[config.mk]
export PLATFORM = sky130hd
export DESIGN_NAME = move_scheduler_flat
export DESIGN_NICKNAME = d
export VERILOG_FILES = /design/src/rtl/move_scheduler_if.sv /design/src/rtl/move_scheduler.sv /design/src/flat_wrapper.sv
export SDC_FILE = /design/constraint.sdc
export NUM_CORES = 1
export LEC_CHECK = 0
export CORE_UTILIZATION = 50
export DETAILED_ROUTE_END_ITERATION = 10
export GPL_ROUTABILITY_DRIVEN = 0
export PLACE_DENSITY = 0.72
export SETUP_SLACK_MARGIN = 0.3
export SLEW_MARGIN = 10
export SYNTH_ARGS = -nofsm -noshare
export SYNTH_HDL_FRONTEND = slang
export SYNTH_SLANG_ARGS = --single-unit
[constraint.sdc]
create_clock -name CLK -period 13.1 [get_ports CLK]
set_input_delay 3.275 -clock CLK [delete_from_list [all_inputs] [get_ports CLK]]
set_output_delay 3.275 -clock CLK [all_outputs]
set_load 0.005 [all_outputs]
[src/rtl/move_scheduler_if.sv]
// Handshake bundle between the SPI message FSM (push side), the move scheduler
// and the step generator (move side).
interface move_scheduler_if;
  logic        push_valid;
  logic        push_ready;
  logic        push_dir;
  logic [63:0] push_duration;
  logic [63:0] push_increment;
  logic [63:0] push_incinc;
  logic        move_start;
  logic        move_dir;
  logic [63:0] move_duration;
  logic [63:0] move_increment;
  logic [63:0] move_incinc;
  logic        move_done;

  // Environment side: presents commands and reports move completion.
  modport master (
    output push_valid, push_dir, push_duration, push_increment, push_incinc, move_done,
    input  push_ready, move_start, move_dir, move_duration, move_increment, move_incinc
  );

  // Scheduler side.
  modport slave (
    input  push_valid, push_dir, push_duration, push_increment, push_incinc, move_done,
    output push_ready, move_start, move_dir, move_duration, move_increment, move_incinc
  );
endinterface

[src/rtl/move_scheduler.sv]
// Buffers coordinated-move commands in a DEPTH-entry FIFO and issues them back-to-back
// to the step generator. Optional queue flush / abort enabled by MOVE_SCHEDULER_FLUSH_EN.
module move_scheduler #(
  parameter  int unsigned DEPTH = 4,
  localparam int unsigned CW    = $clog2(DEPTH) + 1
) (
  input  logic            CLK,
  input  logic            reset,
  move_scheduler_if.slave bus,
  output logic            busy,
  output logic [CW-1:0]   queue_count,
  output logic            fault
`ifdef MOVE_SCHEDULER_FLUSH_EN
  ,
  input  logic            flush,
  output logic            move_abort
`endif
);

  localparam int unsigned AW = $clog2(DEPTH);

  typedef struct packed {
    logic        dir;
    logic [63:0] duration;
    logic [63:0] increment;
    logic [63:0] incinc;
  } move_t;

  typedef enum logic {
    ST_IDLE = 1'b0,
    ST_RUN  = 1'b1
  } state_t;

  state_t        state;
  state_t        state_nxt;
  move_t         mem [DEPTH];
  move_t         head;
  logic [AW-1:0] rd_ptr;
  logic [AW-1:0] wr_ptr;
  logic          flush_s;
  logic          push_fire;
  logic          queue_empty;
  logic          pop;
  logic          fault_set;

`ifdef MOVE_SCHEDULER_FLUSH_EN
  assign flush_s = flush;
`else
  assign flush_s = 1'b0;
`endif

  // Readiness comes only from registered occupancy, so a same-cycle pop never frees a slot.
  assign bus.push_ready = (queue_count < CW'(DEPTH)) && !reset && !flush_s;
  assign push_fire      = bus.push_valid && bus.push_ready;
  assign queue_empty    = (queue_count == '0);
  assign head           = mem[rd_ptr];
  assign busy           = (state == ST_RUN);

  // State register.
  always_ff @(posedge CLK) begin
    if (reset) begin
      state <= ST_IDLE;
    end else begin
      state <= state_nxt;
    end
  end

  // Next-state logic.
  always_comb begin
    state_nxt = state;
    if (flush_s) begin
      state_nxt = ST_IDLE;
    end else begin
      unique case (state)
        ST_IDLE: if (!queue_empty)              state_nxt = ST_RUN;
        ST_RUN:  if (bus.move_done && queue_empty) state_nxt = ST_IDLE;
        default: state_nxt = ST_IDLE;
      endcase
    end
  end

  // Control decode: when to pop the head into move_* and when a done is stray.
  always_comb begin
    pop       = 1'b0;
    fault_set = 1'b0;
    if (!flush_s) begin
      unique case (state)
        ST_IDLE: begin
          pop       = !queue_empty;
          fault_set = bus.move_done;
        end
        ST_RUN:  pop = bus.move_done && !queue_empty;
        default: pop = 1'b0;
      endcase
    end
  end

  // FIFO storage; no reset needed since occupancy gates every read.
  always_ff @(posedge CLK) begin
    if (push_fire) begin
      mem[wr_ptr] <= '{dir:       bus.push_dir,
                       duration:  bus.push_duration,
                       increment: bus.push_increment,
                       incinc:    bus.push_incinc};
    end
  end

  // Pointers, occupancy and the registered move outputs.
  always_ff @(posedge CLK) begin
    if (reset) begin
      rd_ptr             <= '0;
      wr_ptr             <= '0;
      queue_count        <= '0;
      fault              <= 1'b0;
      bus.move_start     <= 1'b0;
      bus.move_dir       <= 1'b0;
      bus.move_duration  <= '0;
      bus.move_increment <= '0;
      bus.move_incinc    <= '0;
    end else begin
      bus.move_start <= pop;
      if (fault_set) begin
        fault <= 1'b1;
      end
      if (flush_s) begin
        rd_ptr      <= '0;
        wr_ptr      <= '0;
        queue_count <= '0;
      end else begin
        if (push_fire) begin
          wr_ptr <= wr_ptr + AW'(1);
        end
        if (pop) begin
          rd_ptr             <= rd_ptr + AW'(1);
          bus.move_dir       <= head.dir;
          bus.move_duration  <= head.duration;
          bus.move_increment <= head.increment;
          bus.move_incinc    <= head.incinc;
        end
        queue_count <= queue_count + CW'(push_fire) - CW'(pop);
      end
    end
  end

`ifdef MOVE_SCHEDULER_FLUSH_EN
  // Abort pulse tells the step generator its in-flight move was cancelled.
  always_ff @(posedge CLK) begin
    if (reset) begin
      move_abort <= 1'b0;
    end else begin
      move_abort <= flush && (state == ST_RUN);
    end
  end
`endif

endmodule

[src/flat_wrapper.sv]
// flat-port wrapper written by rule: the top's interface ports become plain ports
module move_scheduler_flat 
#(
  parameter  int unsigned DEPTH = 4,
  localparam int unsigned CW    = $clog2(DEPTH) + 1
)
  (CLK, reset, busy, queue_count, fault, bus_push_valid, bus_push_dir, bus_push_duration, bus_push_increment, bus_push_incinc, bus_move_done, bus_push_ready, bus_move_start, bus_move_dir, bus_move_duration, bus_move_increment, bus_move_incinc);
  move_scheduler_if bus_i ();
  input  logic CLK;
  input  logic reset;
  output logic busy;
  output logic [CW-1:0] queue_count;
  output logic fault;
  input wire logic [$bits(bus_i.push_valid)-1:0] bus_push_valid;
  input wire logic [$bits(bus_i.push_dir)-1:0] bus_push_dir;
  input wire logic [$bits(bus_i.push_duration)-1:0] bus_push_duration;
  input wire logic [$bits(bus_i.push_increment)-1:0] bus_push_increment;
  input wire logic [$bits(bus_i.push_incinc)-1:0] bus_push_incinc;
  input wire logic [$bits(bus_i.move_done)-1:0] bus_move_done;
  output wire logic [$bits(bus_i.push_ready)-1:0] bus_push_ready;
  output wire logic [$bits(bus_i.move_start)-1:0] bus_move_start;
  output wire logic [$bits(bus_i.move_dir)-1:0] bus_move_dir;
  output wire logic [$bits(bus_i.move_duration)-1:0] bus_move_duration;
  output wire logic [$bits(bus_i.move_increment)-1:0] bus_move_increment;
  output wire logic [$bits(bus_i.move_incinc)-1:0] bus_move_incinc;
  assign bus_i.push_valid = bus_push_valid;
  assign bus_i.push_dir = bus_push_dir;
  assign bus_i.push_duration = bus_push_duration;
  assign bus_i.push_increment = bus_push_increment;
  assign bus_i.push_incinc = bus_push_incinc;
  assign bus_i.move_done = bus_move_done;
  assign bus_push_ready = bus_i.push_ready;
  assign bus_move_start = bus_i.move_start;
  assign bus_move_dir = bus_i.move_dir;
  assign bus_move_duration = bus_i.move_duration;
  assign bus_move_increment = bus_i.move_increment;
  assign bus_move_incinc = bus_i.move_incinc;
  move_scheduler #(.DEPTH(DEPTH)) u_core (.CLK(CLK), .reset(reset), .bus(bus_i), .busy(busy), .queue_count(queue_count), .fault(fault));
endmodule
==> results.ini <==
[min_path]
hp-class = flop to flop

[yosys]
synth_commonest_cells = edfxtp_1 (772), dfxtp_1 (203), a22o_1 (193), mux4_2 (193), buf_2 (37)
syn_inst = 1493
synth-edff-count = 772
async_reset_ff_share_pct = 0
synth_area_leaders = edfxtp_1 (68%), mux4_2 (13%), dfxtp_1 (12%), a22o_1 (5.0%), buf_2 (0.54%)
syn-num-nets = 1697
seq_area_frac_synth_pct = 80.0
syn_area_um2 = 34000
yosysTopAreaCell = edfxtp_1
ys_warn_count = 0
synth.top_cell.area_share_pct = 68.1
synth.ff_latch_count = 975
synth_area_per_cell_um2 = 22.8
synth_flop_cell = edfxtp_1
ys_types = 29
synth_most_common_cell = edfxtp_1

[drt]
ant_nets = 0
via_count = 16100
wl_per_cell_um = 24.2
drt-pass1-iter-count = 5
wirelength_um = 69700
route.detailed.drc = 0
vias_per_cell = 5.59
drt_iter0_markers = 916

[timing]
setup_ws_ps = 5120
period_share_pct = 60.9
finalSetupViolCount = 0
fin_skew_ps = 19.4
hold_violations = 0
maxSlewHeadroom_pct = 30.5
rsz0062_at_grt = no
slew_viol_final = 0
fmaxAchievable_mhz = 125
worst_pin_slew_ps = 1040
post-route-min-period_ps = 7980
tns_ps = 0

[global_routing]
gr-total-overflow = 0
antenna_found_initial = 20
grt_pass1_vias = 17300
grt_use_total_pct = 20.5
grt_pass1_wl_um = 107000
grt_max_degree = 97

[critical_path]
endpoint_kind = primary output
cp_slowest_stage_delay_ps = 720
crit_top_cell = clkdlybuf4s50_1
critPathLaunchType = input port
crit_arrival_ps = 4710
path_class = input port to primary output
crit_chain = clkdlybuf4s50_1 > nor2_1 > clkdlybuf4s50_1
worst_ep_required_time_ps = 9820
critPathMaxFanout = 14
crit_path_top_delay_cell = clkdlybuf4s50_1

[power]
p_clk_share_pct = 31.6
internal_power_mw = 6.50
p_switching_mw = 2.19
power.total_mw = 8.69
power_density_nw_per_um2 = 206
swShare_pct = 25.2
p_comb_share_pct = 22.8
ir_drop_mv = 0.122
seq_power_share_pct = 45.6
leakagePower_nw = 13.8

[final_layout]
drive_above_1_share_pct = 18.5
final_cell_count_no_fill = 2884
multiInputGateArea_um2 = 6350
nets = 2128
areaGrowthSynthToFinish_pct = 23.7
fill_cells = 4566
post-route-util_pct = 62.6
seqCellArea_um2 = 27300

[job]
cap_violations = 0

[placed_design]
port_buffers = 396
dp_hpwl_um = 39700
pre_cts_ws_ps = 5110
dpl.cell_count = 2699

[floorplanning]
dieHeight_um = 263
ioPinCount = 397
core_um2 = 67300
fp.dieW_um = 263
die-area_um2 = 69100
initial_core_util_pct = 50.6
rows = 95

[outcome]
status = finished clean

[clocking]
postCtsSetupBuffers = 0
root_buffer = clkbuf_16
cts.htree.levels = 3
clk_pin_slew_ps = 60
worstSkewPairLatency_ps = 640
cts_hold_buf = 0
cts_resized = 0
cts_tree = done
cts_buffers = 96
clock-sinks = 975
cts_buffer_depth = 3

## area by class of cell
type | count | area share [%]
Inverter | 7 | 0.0624
Clock inverter | 34 | 0.972
Antenna cell | 5 | 0.0297
Sequential cell | 975 | 64.7
Clock buffer | 146 | 6.66
Tap cell | 873 | 2.59
Multi-Input combinational cell | 424 | 15.1
Timing Repair Buffer | 420 | 9.87
## cells by family after synthesis
kind of cell	count (synthesis)	synth area share [%]
adders and majority gates	7	0.279
and+or+nand+nor	20	0.334
muxes	193	12.8
DFF	975	80.0
AOI/OAI and AO/OA	201	5.12
xor gates and xnor gates	3	0.0772
buffers and inverters	94	1.37
## per-stage QoR
step                      hold slack [ps]  instance area (µm²)
final                                 475                42100
after global routing                  489                42100
after CTS                             480                42100
after detailed placement              462                38900
after global placement                460                38900
after floorplan                       460                34000
## cell usage in the layout, fill, tap and decap left out, types with 2 or more instances in the layout
cell type / synthesis / final
clkbuf_8: 0 / 13
mux4_2: 193 / 193
xnor2_1: 2 / 2
buf_4: 14 / 23
nor2_1: 7 / 7
clkinv_1: 0 / 3
a22o_1: 193 / 193
inv_6: 0 / 2
ha_1: 6 / 6
clkbuf_1: 31 / 33
and2_4: 0 / 4
clkinvlp_4: 0 / 2
nor2b_1: 2 / 2
clkbuf_16: 0 / 100
inv_1: 7 / 7
dfxtp_4: 0 / 2
clkdlybuf4s50_1: 0 / 396
bufinv_16: 0 / 7
dfxtp_1: 203 / 201
a21oi_1: 3 / 3
diode_2: 0 / 5
or3_1: 2 / 2
clkinv_2: 0 / 16
edfxtp_1: 772 / 772
## worst paths after layout
check             cells after the start                           from                             to  slack, ps
setup / recovery                      3                          reset                 bus_push_ready       5120
hold / removal                        1  u_core.bus.move_increment[43]  u_core.bus.move_increment[43]        470
setup reg to reg                      4          u_core.queue_count[2]             u_core.mem[0][122]       9510
hold reg to reg                       1  u_core.bus.move_increment[43]  u_core.bus.move_increment[43]        470
## power by group through the flow
stage / sequential [mW] / combinational (mW) / clock (mW)
floorplan: 3.98 / 1.13 / 0
global placement: 4.01 / 2.00 / 0
detailed placement: 4.02 / 2.02 / 0
CTS: 3.97 / 2.03 / 2.80
global route: 4.01 / 2.13 / 2.92
finish: 3.96 / 1.98 / 2.75
## routing by layer
layer / GRT usage [%] / up-vias / wire length, µm
li1: - / 7160 / -
met1: 25.0 / 8378 / 26900
met4: 6.21 / 30 / 1820
met2: 34.3 / 421 / 35700
met3: 7.22 / 141 / 5070
met5: 0 / - / 197
## worst max-delay path: cells and delay by family
kind,cells,cell delay (ps)
simple gates,1,200
buf+inv,2,1230
## state kept, by name (all words and copies together), names as in the netlist
register,cells
u_core.mem,772
u_core.bus.move_duration,64
u_core.bus.move_incinc,64
u_core.bus.move_increment,64
u_core.queue_count,3
u_core.rd_ptr,2
u_core.wr_ptr,2
u_core.bus.move_dir,1
u_core.bus.move_start,1
u_core.busy,1
u_core.fault,1
(Power assumes the default switching activity.)
